==> src/rtl/memory_sub_system_param.sv <==
// Shared memory-subsystem parameters: cache geometry, controller state encoding and request layout.
// Address layout is {tag, index}; one data word per cache line.
package memory_sub_system_param;

    localparam int TAG_LENGTH      = 10;
    localparam int INDEX_LENGTH    = 6;
    localparam int NUM_CACHE_LINES = 1 << INDEX_LENGTH;
    localparam int ADDR_WIDTH      = TAG_LENGTH + INDEX_LENGTH;
    localparam int DATA_WIDTH      = 32;

    typedef enum logic [2:0] {
        IDLE     = 3'd0,
        LOOKUP   = 3'd1,
        MEM_REQ  = 3'd2,
        MEM_WAIT = 3'd3,
        REFILL   = 3'd4,
        RESP     = 3'd5
    } ctrl_state_t;

    typedef struct packed {
        logic                  write;
        logic [ADDR_WIDTH-1:0] addr;
        logic [DATA_WIDTH-1:0] wdata;
    } cache_req_t;

    function automatic logic [INDEX_LENGTH-1:0] addr_index(input logic [ADDR_WIDTH-1:0] addr);
        return addr[INDEX_LENGTH-1:0];
    endfunction

    function automatic logic [TAG_LENGTH-1:0] addr_tag(input logic [ADDR_WIDTH-1:0] addr);
        return addr[ADDR_WIDTH-1:INDEX_LENGTH];
    endfunction

endpackage

==> src/rtl/cache_line_store.sv <==
// Tag and data arrays sharing one index; a cycle is either a write or a read, write wins.
// Read results are registered (1-cycle latency) and hold their value until the next read.
module cache_line_store
    import memory_sub_system_param::*;
(
    input  logic                    i_clk,
    input  logic [INDEX_LENGTH-1:0] i_index,
    input  logic                    i_rd_en,
    input  logic                    i_wr_en,
    input  logic [TAG_LENGTH-1:0]   i_wr_tag,
    input  logic [DATA_WIDTH-1:0]   i_wr_data,
    output logic [TAG_LENGTH-1:0]   o_rd_tag,
    output logic [DATA_WIDTH-1:0]   o_rd_data
);

    logic [TAG_LENGTH-1:0] r_tag_mem  [NUM_CACHE_LINES];
    logic [DATA_WIDTH-1:0] r_data_mem [NUM_CACHE_LINES];
    logic [TAG_LENGTH-1:0] r_rd_tag;
    logic [DATA_WIDTH-1:0] r_rd_data;

    always_ff @(posedge i_clk) begin
        if (i_wr_en) begin
            r_tag_mem[i_index]  <= i_wr_tag;
            r_data_mem[i_index] <= i_wr_data;
        end else if (i_rd_en) begin
            r_rd_tag  <= r_tag_mem[i_index];
            r_rd_data <= r_data_mem[i_index];
        end
    end

    assign o_rd_tag  = r_rd_tag;
    assign o_rd_data = r_rd_data;

endmodule

==> src/rtl/dm_cache_ctrl.sv <==
// Direct-mapped, write-through, no-write-allocate cache controller; one request in flight.
// Optional hit/miss counters are built when DM_CACHE_STATS_EN is defined.
module dm_cache_ctrl
    import memory_sub_system_param::*;
(
    input  logic                  i_clk,
    input  logic                  i_reset,
    input  logic                  i_cpu_req_valid,
    output logic                  o_cpu_req_ready,
    input  logic                  i_cpu_req_write,
    input  logic [ADDR_WIDTH-1:0] i_cpu_req_addr,
    input  logic [DATA_WIDTH-1:0] i_cpu_req_wdata,
    output logic                  o_cpu_resp_valid,
    output logic [DATA_WIDTH-1:0] o_cpu_resp_rdata,
    output logic                  o_mem_req_valid,
    input  logic                  i_mem_req_ready,
    output logic                  o_mem_req_write,
    output logic [ADDR_WIDTH-1:0] o_mem_req_addr,
    output logic [DATA_WIDTH-1:0] o_mem_req_wdata,
    input  logic                  i_mem_resp_valid,
    input  logic [DATA_WIDTH-1:0] i_mem_resp_rdata
`ifdef DM_CACHE_STATS_EN
    ,
    output logic [31:0]           o_hit_count,
    output logic [31:0]           o_miss_count
`endif
);

    ctrl_state_t                r_state;
    ctrl_state_t                w_state_nxt;
    cache_req_t                 r_req;
    logic [NUM_CACHE_LINES-1:0] r_valid;
    logic [DATA_WIDTH-1:0]      r_resp_rdata;
    logic [DATA_WIDTH-1:0]      r_mem_rdata;

    logic                    w_accept;
    logic                    w_hit;
    logic [INDEX_LENGTH-1:0] w_req_idx;
    logic [INDEX_LENGTH-1:0] w_array_idx;
    logic                    w_array_wr;
    logic [DATA_WIDTH-1:0]   w_array_wdata;
    logic [TAG_LENGTH-1:0]   w_rd_tag;
    logic [DATA_WIDTH-1:0]   w_rd_data;

    assign w_accept  = (r_state == IDLE) && i_cpu_req_valid;
    assign w_req_idx = addr_index(r_req.addr);
    assign w_hit     = r_valid[w_req_idx] && (w_rd_tag == addr_tag(r_req.addr));

    // In IDLE the array is addressed straight from the port so the read lands in LOOKUP.
    assign w_array_idx = (r_state == IDLE) ? addr_index(i_cpu_req_addr) : w_req_idx;

    cache_line_store u_store (
        .i_clk     (i_clk),
        .i_index   (w_array_idx),
        .i_rd_en   (w_accept),
        .i_wr_en   (w_array_wr),
        .i_wr_tag  (addr_tag(r_req.addr)),
        .i_wr_data (w_array_wdata),
        .o_rd_tag  (w_rd_tag),
        .o_rd_data (w_rd_data)
    );

    always_comb begin
        w_state_nxt   = r_state;
        w_array_wr    = 1'b0;
        w_array_wdata = r_req.wdata;
        case (r_state)
            IDLE: begin
                if (w_accept) w_state_nxt = LOOKUP;
            end
            LOOKUP: begin
                if (r_req.write) begin
                    w_array_wr  = w_hit;
                    w_state_nxt = MEM_REQ;
                end else if (w_hit) begin
                    w_state_nxt = RESP;
                end else begin
                    w_state_nxt = MEM_REQ;
                end
            end
            MEM_REQ: begin
                if (i_mem_req_ready) w_state_nxt = MEM_WAIT;
            end
            MEM_WAIT: begin
                if (i_mem_resp_valid) w_state_nxt = r_req.write ? RESP : REFILL;
            end
            REFILL: begin
                w_array_wr    = 1'b1;
                w_array_wdata = r_mem_rdata;
                w_state_nxt   = RESP;
            end
            RESP: begin
                w_state_nxt = IDLE;
            end
            default: begin
                w_state_nxt = IDLE;
            end
        endcase
    end

    always_ff @(posedge i_clk) begin
        if (i_reset) begin
            r_state      <= IDLE;
            r_req        <= '0;
            r_valid      <= '0;
            r_resp_rdata <= '0;
            r_mem_rdata  <= '0;
        end else begin
            r_state <= w_state_nxt;
            if (w_accept) begin
                r_req.write  <= i_cpu_req_write;
                r_req.addr   <= i_cpu_req_addr;
                r_req.wdata  <= i_cpu_req_wdata;
                r_resp_rdata <= '0;
            end
            if ((r_state == LOOKUP) && !r_req.write && w_hit) begin
                r_resp_rdata <= w_rd_data;
            end
            if ((r_state == MEM_WAIT) && i_mem_resp_valid && !r_req.write) begin
                r_mem_rdata <= i_mem_resp_rdata;
            end
            if (r_state == REFILL) begin
                r_valid[w_req_idx] <= 1'b1;
                r_resp_rdata       <= r_mem_rdata;
            end
        end
    end

`ifdef DM_CACHE_STATS_EN
    logic [31:0] r_hit_count;
    logic [31:0] r_miss_count;

    always_ff @(posedge i_clk) begin
        if (i_reset) begin
            r_hit_count  <= '0;
            r_miss_count <= '0;
        end else if (r_state == LOOKUP) begin
            if (w_hit && (r_hit_count != 32'hFFFF_FFFF)) begin
                r_hit_count <= r_hit_count + 32'd1;
            end
            if (!w_hit && (r_miss_count != 32'hFFFF_FFFF)) begin
                r_miss_count <= r_miss_count + 32'd1;
            end
        end
    end

    assign o_hit_count  = r_hit_count;
    assign o_miss_count = r_miss_count;
`endif

    assign o_cpu_req_ready  = (r_state == IDLE);
    assign o_cpu_resp_valid = (r_state == RESP);
    assign o_cpu_resp_rdata = r_resp_rdata;

    // Memory fields are forced to zero outside MEM_REQ so the bus is quiet when idle.
    assign o_mem_req_valid = (r_state == MEM_REQ);
    assign o_mem_req_write = o_mem_req_valid && r_req.write;
    assign o_mem_req_addr  = o_mem_req_valid ? r_req.addr : '0;
    assign o_mem_req_wdata = o_mem_req_write ? r_req.wdata : '0;

endmodule

==> config.mk <==
export PLATFORM = sky130hd
export DESIGN_NAME = dm_cache_ctrl
export DESIGN_NICKNAME = d
export VERILOG_FILES = /design/src/rtl/memory_sub_system_param.sv /design/src/rtl/cache_line_store.sv /design/src/rtl/dm_cache_ctrl.sv
export SDC_FILE = /design/constraint.sdc
export NUM_CORES = 2
export LEC_CHECK = 0
export CAP_MARGIN = 20
export CORE_ASPECT_RATIO = 1.25
export CORE_UTILIZATION = 40
export CTS_BUF_LIST = sky130_fd_sc_hd__clkbuf_8
export DETAILED_ROUTE_END_ITERATION = 8
export PLACE_DENSITY = 0.57
export SLEW_MARGIN = 20
export SYNTH_ARGS = -nofsm -noshare
export SYNTH_HDL_FRONTEND = slang
export SYNTH_HIERARCHICAL = 1
export SYNTH_SLANG_ARGS = --single-unit
export TNS_END_PERCENT = 5
==> constraint.sdc <==
create_clock -name i_clk -period 9.2 [get_ports i_clk]
set_input_delay 2.76 -clock i_clk [delete_from_list [all_inputs] [get_ports i_clk]]
set_output_delay 2.76 -clock i_clk [all_outputs]
set_load 0.1 [all_outputs]
**Word-level counts from Yosys, hierarchy flattened**

Memory sizes are Yosys's and may differ from the RTL's. A register that Yosys moved wholly into a read port is not among the register bits.
Index checks and enable logic that the tools add are counted.

- Register bits: 180
- RAM bits: 2688
- Input bits: 86
- Memories kept: 2

- $lt $le $gt $ge: 2
- Equal/unequal tests: 9
- Muxes and demuxes: 22
- Bitwise gates (word level): 2
- Reductions and logical operators: 13

Memories:

| memory | depth | bits a word | rd ports | clocked after Yosys merged registers in | wr ports | line | source |
|---|---|---|---|---|---|---|---|
| u_store.r_data_mem | 64 | 32 | 1 | 1 | 1 | cache_line_store.sv:17 | `logic [DATA_WIDTH-1:0] r_data_mem [NUM_CACHE_LINES];` |
| u_store.r_tag_mem | 64 | 10 | 1 | 1 | 1 | cache_line_store.sv:16 | `logic [TAG_LENGTH-1:0] r_tag_mem [NUM_CACHE_LINES];` |

Operators by type and width:

| kind | number |
|---|---|
| $mux W32 | 5 |
| $or A64 B64 Y64 | 1 |
| $mux W16 | 1 |
| $mux W3 | 5 |
| $pmux W3 S5 | 1 |
| $eq A10 B10 Y1 | 1 |
| $logic_and A1 B1 Y1 | 8 |
| $lt A6 B7 Y1 const B | 1 |
| $bmux W1 S6 | 1 |
| $demux W1 S6 | 1 |
| $eq A3 B2 Y1 const B | 2 |
| $eq A3 B3 Y1 const B | 2 |
| $ge A6 B1 Y1 const B | 1 |
| $mux W1 | 6 |
| $mux W6 | 1 |
| $ne A2 B1 Y1 const B | 2 |
| $eq A3 B1 Y1 const B | 1 |
| $logic_not A3 Y1 | 1 |
| $reduce_and A3 Y1 | 1 |
| $reduce_bool A3 Y1 | 1 |
| $ne A2 B2 Y1 const B | 1 |
| $pmux W1 S2 | 1 |
| $reduce_and A2 Y1 | 1 |
| $logic_not A1 Y1 | 1 |
| $not A1 Y1 | 1 |

**Logic depth before layout (Yosys ltp)**

- Depth in word-level cells: 7
- Mapped depth: 15

**Cells and area by module**

The synthesis kept the hierarchy.

By module, submodules not included:

| module | times used | cells each | area an instance (um2) | seq. area each (um2) |
|---|---|---|---|---|
| cache_line_store | 1 | 5660 | 102808.6 | 81978.6 |
| dm_cache_ctrl | 1 | 980 | 8181.6 | 3603.5 |

**Least setup slack after synthesis**

Ideal clock, no wire load.

- Kind: input to register
- Start: in i_cpu_req_addr[2]
- End: mem u_store.r_data_mem[12][0] (enable)
- Data arrival time: 6.146 ns
- Required time: 8.758 ns
- Setup slack: 2.612 ns
- Cell stages on the path: 10
- Buffers on the path: 6
- Path through: nand2_1 o21ai_0 buf_6 buf_4 buf_2 buf_4 buf_2 buf_2 nand3_1 nor2_1

- Word-level cells in the longest chain between the ends: 1

Ends and longest elaborated chain:

| what | line | source |
|---|---|---|
| start: declaration | dm_cache_ctrl.sv:11 | `input logic [ADDR_WIDTH-1:0] i_cpu_req_addr,` |
| $mux W6 | dm_cache_ctrl.sv:50 | `assign w_array_idx = (r_state == IDLE) ? addr_index(i_cpu_req_addr) : w_req_idx;` |
| via w_array_idx[2] | dm_cache_ctrl.sv:39 | `logic [INDEX_LENGTH-1:0] w_array_idx;` |
| end: declaration | cache_line_store.sv:17 |  |

The timed path passes the listed nets, and every way through them passes these cells.

**Worst setup path after layout**

- Start: in i_cpu_req_addr[1]
- End: reg u_store.r_rd_data[2], in the netlist u_store/o_rd_data[2] (read register of u_store.r_data_mem), data pin

- Word-level cells in the longest chain between the ends: 1

Ends and longest elaborated chain:

| what | line | source |
|---|---|---|
| $mux W6 | dm_cache_ctrl.sv:50 |  |
| via w_array_idx[1] | dm_cache_ctrl.sv:39 |  |
| end: declaration | cache_line_store.sv:19 | `logic [DATA_WIDTH-1:0] r_rd_data;` |

The timed path passes the listed nets, and every way through them passes these cells.
A chain may end at the register's enable or synchronous reset.

==> results.sh <==
export IMPL_outcome="complete, no violations"
export IMPL_hold_class="reg2reg"
export IMPL_drt_iter0_markers=8223
export IMPL_drv_cap=0
export IMPL_num_nets_final=7053
export IMPL_ctsHoldBuffers=0
export IMPL_yosysSeqAreaShare_pct=77.11
export IMPL_synth_top_cells_by_area="edfxtp_1 (74%), a22oi_1 (4.0%), dfxtp_1 (3.2%)"
export IMPL_endpoint_kind="flip-flop"
export IMPL_p_leak_nw=39.65
export IMPL_worstRegToRegCells=10
export IMPL_row_count=215
export IMPL_r2r_slack_ns=2.86
export IMPL_worstSkewPairLatency_ns=1.02
export IMPL_synth_warnings=6
export IMPL_power_density_nw_per_um2=235.2
export IMPL_synth_area_leader_cell="edfxtp_1"
export IMPL_clk_pin_slew_ns=0.06
export IMPL_crit_fanout=109
export IMPL_yosysUniqueCellTypes=79
export IMPL_grt_usage_pct=23.64
export IMPL_rsz0062_at_grt="false"
export IMPL_synth_ff_type="edfxtp_1"
export IMPL_setup_viol_count_final=0
export IMPL_path_class="in2reg"
export IMPL_die_h_um=590.9
export IMPL_fillers=23600
export IMPL_whs_path_depth=2
export IMPL_dpl_cell_area_sq_um=117700
export IMPL_drv_slew=0
export IMPL_drc_errors=0
export IMPL_setup_tns_final_ns=0
export IMPL_clock_skew_ns=0.09479
export IMPL_core_sq_um=275200
export IMPL_hold_ws_ns=0.4597
export IMPL_root_buffer="clkbuf_8"
export IMPL_start_util_pct=40.33
export IMPL_antenna_found_initial=30
export IMPL_power_total_mw=29.50
export IMPL_worst_setup_path_start_kind="input pin"
export IMPL_io_buffers=169
export IMPL_slew_headroom_pct=22.93
export IMPL_syn_nets=6726
export IMPL_grt_max_degree=113
export IMPL_synth_common_cells="edfxtp_1 (2730), a22oi_1 (597), nand2_1 (337), nor2_1 (330), o22ai_1 (306)"
export IMPL_wl_per_cell_um=30.96
export IMPL_dp_hpwl_um=200300
export IMPL_yosysMostFrequentCell="edfxtp_1"
export IMPL_drtAntennaViolNets=0
export IMPL_grt_pass1_vias=63950
export IMPL_die_area_sq_um=279600
export IMPL_drt_pass1_iterations=6
export IMPL_cts_setup_buffers=0
export IMPL_ys_async_sr_fraction_pct=0
export IMPL_drive_gt1_share_pct=15.31
export IMPL_grt_pass1_wl_um=479200
export IMPL_fmax_ghz=0.1501
export IMPL_vias=66670
export IMPL_grt_ovfl_total=0
export IMPL_gp_congestion=0.8768
export IMPL_vias_per_cell=6.061
export IMPL_tightest_slew_ns=1.147
export IMPL_final_area_sq_um=125400
export IMPL_hold_viol=0
export IMPL_cts_sinks=2910
export IMPL_tritoncts="done"
export IMPL_cts_buffers=425
export IMPL_clock_path_buffers=4
export IMPL_drt_total_wl_um=340600
export IMPL_arrival_ns=7.35
export IMPL_period_needed_ns=6.664
export IMPL_synth_edf_count=2730
export IMPL_chipWidth_um=473.1
export IMPL_syn_avg_cell_area_sq_um=16.72
export IMPL_synthesis_area_sq_um=111000
export IMPL_syn_to_final_growth_pct=13.00
export IMPL_io_pins=170
export IMPL_htreeDepth=5
export IMPL_utilization_pct=45.57
export IMPL_required_ns=9.88
export IMPL_fin_crit_sh_pct=72.44
export IMPL_ctsResizeCount=0
export IMPL_ys_ff_latch=2910
export IMPL_ir_drop_uv=132.6
export IMPL_yosysTopAreaCellShare_pct=73.86
export IMPL_synthCells=6640
-- registers in the layout, indices dropped and copies added, names as in the netlist --
register	flops
u_store/r_data_mem	2048
u_store/r_tag_mem	640
r_valid	64
r_req	49
o_cpu_resp_rdata	32
r_mem_rdata	32
u_store/o_rd_data	32
u_store/o_rd_tag	10
r_state	3
-- power breakdown --
group          switching (mW)  total, mW  internal [mW]
combinational            3.47       4.85           1.39
sequential              0.203       15.0           14.8
clock                    4.91       9.65           4.74
-- per-stage QoR --
stage               setup WS (ns)  cells
finish                      2.536  11000
detailed placement          1.724  10230
CTS                         2.586  10990
global placement            1.731  10230
global route                2.465  10990
floorplan                   2.612   6640
-- routing by layer --
layer	share of wire, %	track usage [%]
met1	40	32.10
met2	48	38.69
met3	9.5	4.538
met4	2.7	6.674
met5	0.047	0
-- worst max-delay path: stages --
cell             delay, ns
clkdlybuf4s50_1       0.55
mux2_8                0.46
buf_12                0.46
buf_4                 0.82
mux4_2                0.62
a22o_1                0.32
nor4_1                0.75
nand4_1               0.19
-- worst paths after layout --
check / to / start
max: u_store/o_rd_data[2] / i_cpu_req_addr[1]
max reg2reg: u_store/r_data_mem[49][20] / r_req[43]
min: r_valid[3] / r_valid[3]
min reg2reg: r_valid[3] / r_valid[3]
-- placed cells by master (no fill, tap or decap), types with 170 or more instances in the layout --
cell      synthesis  routed
dfxtp_1         180     170
mux2i_1         222     222
nand2_1         337     303
o22ai_1         306     306
clkbuf_8          5     437
a22oi_1         597     597
a221oi_1        271     271
a21oi_1         280     279
edfxtp_1       2730    2730
buf_4            27     198
nor2_1          330     260
-- area by class of cell --
class	instances	area [sq um]	share of cell area (%)
Inverter	7	28.78	0.02294
Multi-Input combinational cell	3226	23690	18.89
Sequential cell	2910	85590	68.25
Timing Repair Buffer	397	3774	3.009
Antenna cell	11	27.53	0.02195
Clock inverter	324	1679	1.339
Tap cell	3689	4616	3.680
Clock buffer	437	6015	4.796
-- kinds of logic after synthesis --
family / after synthesis / share of synthesized area [%]
AO/OA/AOI/OAI: 1830 / 11.62
XOR/XNOR: 10 / 0.07892
buffers and inverters: 504 / 2.211
flip-flops: 2910 / 77.11
multiplexers: 400 / 4.850
AND/OR/NAND/NOR: 986 / 4.137
(Power assumes the default switching activity.)
